--- config.mk ---
export PLATFORM = sky130hd
export DESIGN_NAME = lf_spi_cmd_rx
export DESIGN_NICKNAME = d
export VERILOG_FILES = /design/src/rtl/lf_spi_cmd_rx.sv
export SDC_FILE = /design/constraint.sdc
export NUM_CORES = 1
export LEC_CHECK = 0
export BUFFER_PORTS_ARGS = -buffer_cell sky130_fd_sc_hd__buf_2
export CAP_MARGIN = 0
export CORE_MARGIN = 2
export CORE_UTILIZATION = 60
export DETAILED_ROUTE_END_ITERATION = 10
export PLACE_DENSITY_LB_ADDON = 0.05
export SKIP_CTS_REPAIR_TIMING = 1
export SLEW_MARGIN = 20
export SYNTH_ARGS = -nofsm -noshare
export SYNTH_HDL_FRONTEND = slang
export SYNTH_SLANG_ARGS = --single-unit
export TNS_END_PERCENT = 20
--- constraint.sdc ---
create_clock -name pck0 -period 5.4 [get_ports pck0]
set_input_delay 1.35 -clock pck0 [delete_from_list [all_inputs] [get_ports pck0]]
set_output_delay 1.35 -clock pck0 [all_outputs]
set_load 0.01 [all_outputs]
--- src/rtl/lf_spi_cmd_rx.sv ---
// lf_spi_cmd_rx: ARM->FPGA SPI command receiver for the LF image.
// Oversamples spck/mosi/ncs in the pck0 domain, assembles 16-bit {C[3:0],D[11:0]}
// frames and decodes CONFREG(1) / DIVISOR(2) / EDGE_DETECT_THRESHOLD(3).
// Optional build macro: FPGA_SPI_READBACK_EN -- when defined, conf_word is shifted
// out on miso during the next frame; otherwise miso is tied low.
module lf_spi_cmd_rx #(
    parameter int FRAME_BITS        = 16,
    parameter int SYNC_STAGES       = 2,
    parameter int DEFAULT_DIVISOR   = 95,
    parameter int DEFAULT_THRESHOLD = 127
) (
    input  logic        pck0,
    input  logic        nreset,
    input  logic        spck,
    input  logic        mosi,
    input  logic        ncs,
    output logic        miso,
    output logic [11:0] conf_word,
    output logic [7:0]  divisor,
    output logic [7:0]  lf_ed_threshold,
    output logic        conf_upd,
    output logic        div_upd,
    output logic        thr_upd,
    output logic        frame_err
);

    typedef enum logic [1:0] {WAIT_HIGH, IDLE, SHIFT, DECODE} state_t;

    localparam int          FILL_W    = $clog2(SYNC_STAGES + 1);
    localparam logic [FILL_W-1:0] FILL_MAX = FILL_W'(SYNC_STAGES);
    localparam logic [4:0]  FRAME_CNT = 5'(FRAME_BITS);
    localparam logic [7:0]  DEF_DIV   = 8'(DEFAULT_DIVISOR);
    localparam logic [7:0]  DEF_THR   = 8'(DEFAULT_THRESHOLD);

    // synchronizers: bit 0 samples the pin, bit SYNC_STAGES-1 is the usable copy
    logic [SYNC_STAGES-1:0] spck_sync_q, mosi_sync_q, ncs_sync_q;
    logic                   spck_prev_q, ncs_prev_q;
    logic [FILL_W-1:0]      fill_q;

    state_t      state_q, state_d;
    logic [4:0]  bit_cnt_q, bit_cnt_d;
    logic [15:0] shift_q, shift_d;
    logic [11:0] conf_q, conf_d;
    logic [7:0]  div_q, div_d;
    logic [7:0]  thr_q, thr_d;
    logic        conf_upd_q, conf_upd_d;
    logic        div_upd_q, div_upd_d;
    logic        thr_upd_q, thr_upd_d;
    logic        ferr_q, ferr_d;

    logic spck_s, mosi_s, ncs_s;
    logic spck_rise, spck_fall, ncs_rise, ncs_fall;

    assign spck_s    = spck_sync_q[SYNC_STAGES-1];
    assign mosi_s    = mosi_sync_q[SYNC_STAGES-1];
    assign ncs_s     = ncs_sync_q[SYNC_STAGES-1];
    assign spck_rise = spck_s & ~spck_prev_q;
    assign spck_fall = ~spck_s & spck_prev_q;
    assign ncs_rise  = ncs_s & ~ncs_prev_q;
    assign ncs_fall  = ~ncs_s & ncs_prev_q;

    // input synchronizers, edge-detect history and post-reset fill counter
    always_ff @(posedge pck0) begin
        if (!nreset) begin
            spck_sync_q <= '0;
            mosi_sync_q <= '0;
            ncs_sync_q  <= '1;
            spck_prev_q <= 1'b0;
            ncs_prev_q  <= 1'b1;
            fill_q      <= '0;
        end else begin
            spck_sync_q <= {spck_sync_q[SYNC_STAGES-2:0], spck};
            mosi_sync_q <= {mosi_sync_q[SYNC_STAGES-2:0], mosi};
            ncs_sync_q  <= {ncs_sync_q[SYNC_STAGES-2:0], ncs};
            spck_prev_q <= spck_s;
            ncs_prev_q  <= ncs_s;
            if (fill_q != FILL_MAX) fill_q <= fill_q + 1'b1;
        end
    end

    // next state, frame assembly and command decode
    always_comb begin
        state_d    = state_q;
        bit_cnt_d  = bit_cnt_q;
        shift_d    = shift_q;
        conf_d     = conf_q;
        div_d      = div_q;
        thr_d      = thr_q;
        conf_upd_d = 1'b0;
        div_upd_d  = 1'b0;
        thr_upd_d  = 1'b0;
        ferr_d     = 1'b0;
        case (state_q)
            // the reset value of the ncs synchronizer is not a real pin sample, so
            // only trust ncs=1 once the chain has been refilled from the pin
            WAIT_HIGH: if (fill_q == FILL_MAX && ncs_s) state_d = IDLE;
            IDLE: if (ncs_fall) begin
                state_d   = SHIFT;
                bit_cnt_d = '0;
            end
            SHIFT: begin
                if (ncs_rise) begin
                    state_d = DECODE;
                end else if (spck_rise) begin
                    shift_d = {shift_q[14:0], mosi_s};
                    if (bit_cnt_q != 5'd31) bit_cnt_d = bit_cnt_q + 5'd1;
                end
            end
            DECODE: begin
                state_d = IDLE;
                if (bit_cnt_q != FRAME_CNT) begin
                    ferr_d = 1'b1;
                end else begin
                    case (shift_q[15:12])
                        4'd1: begin
                            conf_d     = shift_q[11:0];
                            conf_upd_d = 1'b1;
                            if (shift_q[8:6] == 3'b001) begin
                                thr_d     = DEF_THR;
                                thr_upd_d = 1'b1;
                            end
                        end
                        4'd2: begin
                            div_d     = shift_q[7:0];
                            div_upd_d = 1'b1;
                        end
                        4'd3: begin
                            thr_d     = shift_q[7:0];
                            thr_upd_d = 1'b1;
                        end
                        default: ;
                    endcase
                end
            end
            default: state_d = WAIT_HIGH;
        endcase
    end

    // state, frame and output registers
    always_ff @(posedge pck0) begin
        if (!nreset) begin
            state_q    <= WAIT_HIGH;
            bit_cnt_q  <= '0;
            shift_q    <= '0;
            conf_q     <= '0;
            div_q      <= DEF_DIV;
            thr_q      <= DEF_THR;
            conf_upd_q <= 1'b0;
            div_upd_q  <= 1'b0;
            thr_upd_q  <= 1'b0;
            ferr_q     <= 1'b0;
        end else begin
            state_q    <= state_d;
            bit_cnt_q  <= bit_cnt_d;
            shift_q    <= shift_d;
            conf_q     <= conf_d;
            div_q      <= div_d;
            thr_q      <= thr_d;
            conf_upd_q <= conf_upd_d;
            div_upd_q  <= div_upd_d;
            thr_upd_q  <= thr_upd_d;
            ferr_q     <= ferr_d;
        end
    end

    assign conf_word       = conf_q;
    assign divisor         = div_q;
    assign lf_ed_threshold = thr_q;
    assign conf_upd        = conf_upd_q;
    assign div_upd         = div_upd_q;
    assign thr_upd         = thr_upd_q;
    assign frame_err       = ferr_q;

`ifdef FPGA_SPI_READBACK_EN
    logic [15:0] tx_q, tx_d;

    // readback: snapshot conf_word at frame start, shift out on spck falling edges
    always_comb begin
        tx_d = tx_q;
        if (state_q == IDLE && ncs_fall) tx_d = {4'b0, conf_q};
        else if (state_q == SHIFT && spck_fall) tx_d = {tx_q[14:0], 1'b0};
    end

    // readback shift register
    always_ff @(posedge pck0) begin
        if (!nreset) tx_q <= '0;
        else         tx_q <= tx_d;
    end

    assign miso = (state_q == SHIFT) ? tx_q[15] : 1'b0;
`else
    assign miso = 1'b0;
`endif

endmodule

==> impl_metrics.toml <==
[outcome]
outcome = "complete, no violations"

[critical_path]
worst_r2r_startpoint = "bit_cnt_q[0]"
worst-endpoint-arrival_ps = 3270
cp-start-kind = "input pin"
critPathMaxFanout = 49
worstRegToRegCells = 7
reg2reg_slack_ps = 3340
worst_ep_required_time_ps = 5640
worstSetupPathType = "input pin to flip-flop"
crit_path_end_kind = "flip-flop"
r2r_end = "bit_cnt_q[3]"

[final_layout]
layout.nets = 298
multiInputGateArea_um2 = 1110
post_route_cells_drive_above_1_share_pct = 20.0
most-common-layout-cells = "sky130_fd_sc_hd__dfxtp_1 (65), sky130_fd_sc_hd__buf_2 (36), sky130_fd_sc_hd__mux2i_1 (28), sky130_fd_sc_hd__nor2_1 (27), sky130_fd_sc_hd__nand2_1 (24)"
final_core_util_pct = 72.3
final_common_cell = "sky130_fd_sc_hd__dfxtp_1"
post_layout_nonfiller_instances = 340
n_antenna_cell = 0
layout.cell_area.non_filler_um2 = 2910
nFillCells = 327
layout.area.seq_um2 = 1300
synthToLayoutAreaGrowth_pct = 15.8

[cts]
tritoncts_clock_tree = "done"
htreeDepth = 3
clk_root_buffer_cell = "sky130_fd_sc_hd__clkbuf_8"
cts_inserted_buffers = 9
clock_sinks = 65
cts_buffer_depth = 2
path_clk_slew_ps = 70
insertion_delay_ps = 330

[global_route]
grt-ovfl-total = 0
grt_start_max_net_pins = 50
grt_usage_pct = 23.0
first_global_vias = 1627
number_of_antenna_violations_at_the_first_check_in_global_routing = 0
grt_first_pass_wirelength_mm = 7.76

[die]
rows = 23
fp.dieH_um = 68.7
initial_core_utilization_pct = 62.4
die_width_um = 68.7
boundary_pin_count = 38
die-area_um2 = 4730
core_area_um2 = 4030

[route]
firstDrtPassIters = 4
drt_wl_total_mm = 4.88
sum_of_routed_wire_segments_on_met1_mm = 2.30
route.top_layer_used = "met4"
drtIter0Drc = 80
antenna_left = 0
vias_per_cell = 5.44
route.met2.wl_mm = 2.34
detail_route.drc_violations = 0
met3_wirelength_um = 172
routed_wire_length_per_instance_um = 14.3
detailroute.via_count = 1851

[timing]
final.hold.worst_slack_ps = 427
setup_viol_count_final = 0
finalHoldViolCount = 0
timing.fmax_ghz = 0.331
worst_clock_skew_ps = 7.90
grt_setup_unrepaired = "false"
worst_slew_pin_slew_ps = 826
finalSetupTns_ps = 0
maxSlewHeadroom_pct = 44.9
post-route-min-period_ps = 3020
final-max-slew-violation-count = 0
timing.final.crit_share_pct = 56.0

[pwr]
power_switching_uw = 253
share_seq_of_total_power_pct = 48.0
netSwitchingFraction_pct = 24.0
power.internal_uw = 798
power.density_cell_area_nw_per_um2 = 361
vdd_ir_drop_max_uv = 261
p_comb_share_pct = 10.2
clockPowerShare_pct = 41.8
leakagePower_uw = 0.00134

[placement]
dpl_cell_area_um2 = 2700
placement.io_buffers = 36
dp.final_hpwl_mm = 3.19
dp_cells = 324
finalWeightedCongestion = 0.777

[worst_hold_path]
whs_path_depth = 1
min_from = "ncs_sync_q[0]"
hold_end = "ncs_sync_q[1]"
min-delay-path-class = "flip-flop to flip-flop"

[yosys]
ys_seq_area_share_pct = 51.7
edff_count_synth = 0
synth.ff_latch_count = 65
syn_area_um2 = 2510
synth-async-reset-ratio_pct = 0
synthDistinctLibCells = 42
synth.avg_cell_area_um2 = 10.0
mapped_cells = 251
synth_ff_type = "sky130_fd_sc_hd__dfxtp_1"
syn-num-nets = 264
synthesis.yosys.warnings = 0

[run]
cap_violations = 0
## how the worst max path moves through the flow
stage            from           end  slack (ps)  depth (start not counted)
2_1_floorplan  nreset  conf_word[7]        3260                          4
3_3_place_gp   nreset  conf_word[7]        2040                          3
3_5_place_dp   nreset  conf_word[7]        1980                          3
4_1_cts        nreset  conf_word[7]        2340                          3
5_1_grt        nreset  conf_word[7]        2180                          3
6_report       nreset  conf_word[7]        2380                          3
## cell usage after synthesis (2+ instances only)
cell type / n / area, um2
sky130_fd_sc_hd__and2_1: 6 / 37.5
sky130_fd_sc_hd__and3_1: 2 / 12.5
sky130_fd_sc_hd__buf_2: 4 / 20.0
sky130_fd_sc_hd__buf_4: 2 / 15.0
sky130_fd_sc_hd__clkbuf_1: 8 / 30.0
sky130_fd_sc_hd__dfxtp_1: 65 / 1300
sky130_fd_sc_hd__ha_1: 8 / 100
sky130_fd_sc_hd__inv_1: 8 / 30.0
sky130_fd_sc_hd__mux2i_1: 28 / 280
sky130_fd_sc_hd__nand2_1: 24 / 90.1
sky130_fd_sc_hd__nand2b_1: 6 / 37.5
sky130_fd_sc_hd__nand3_1: 16 / 80.1
sky130_fd_sc_hd__nand4b_1: 2 / 17.5
sky130_fd_sc_hd__nor2_1: 27 / 101
sky130_fd_sc_hd__o211ai_1: 2 / 15.0
sky130_fd_sc_hd__o21ai_1: 11 / 55.1
sky130_fd_sc_hd__o22a_1: 7 / 61.3
## critical path: stages
cell and delay, ps:
sky130_fd_sc_hd__buf_2 630, sky130_fd_sc_hd__clkinv_1 830, sky130_fd_sc_hd__o31ai_1 420
## registers in the layout, indices dropped and copies added (netlist names)
signal           flops
ncs_prev_q           1
frame_err            1
lf_ed_threshold      8
conf_word           12
div_upd              1
thr_upd              1
spck_sync_q          2
ncs_sync_q           2
divisor              8
mosi_sync_q          2
fill_q               2
bit_cnt_q            5
state_q              2
spck_prev_q          1
shift_q             16
conf_upd             1
## power by group through the flow
stage	Clock [uW]	Sequential (uW)	Combinational, uW
finish	439	504	107
global route	466	506	123
CTS	448	504	109
detailed placement	0	515	106
global placement	0	514	104
floorplan	0	513	89.9
## kinds of logic (layout without fill, tap and decap cells)
logic type,count (synthesis),count (layout),share of synthesized area [%]
muxes,28,28,11.1
adders and majority gates,8,8,3.98
xor gates and xnor gates,1,1,0.348
buffers and inverters,23,62,3.93
AOI/OAI and AO/OA,33,33,9.35
and+or+nand+nor,92,92,19.4
DFF,65,65,51.7
other,1,1,0.149
## per-layer routing
| metal | global-route usage (%) | up-vias |
|---|---|---|
| li1 | - | 930 |
| met1 | 28.2 | 883 |
| met2 | 37.0 | 32 |
| met3 | 8.28 | 6 |
| met4 | 8.82 | 0 |
| met5 | 0 | - |
## area by class of cell
cell class / instances / area share (%)
tap: 50 / 2.15
multi-input combinational: 163 / 38.3
sequential: 65 / 44.7
clock inverter: 5 / 2.75
clock buffer: 11 / 4.51
inverter: 9 / 1.16
timing repair buffer: 37 / 6.45
## through the flow
step / worst slack [ps] / total power, uW
finish: 2380 / 1050
floorplan: 3260 / 603
global route: 2180 / 1100
global placement: 2040 / 618
detailed placement: 1980 / 621
CTS: 2340 / 1060
No activity file was read; power rests on OpenSTA's default activity.
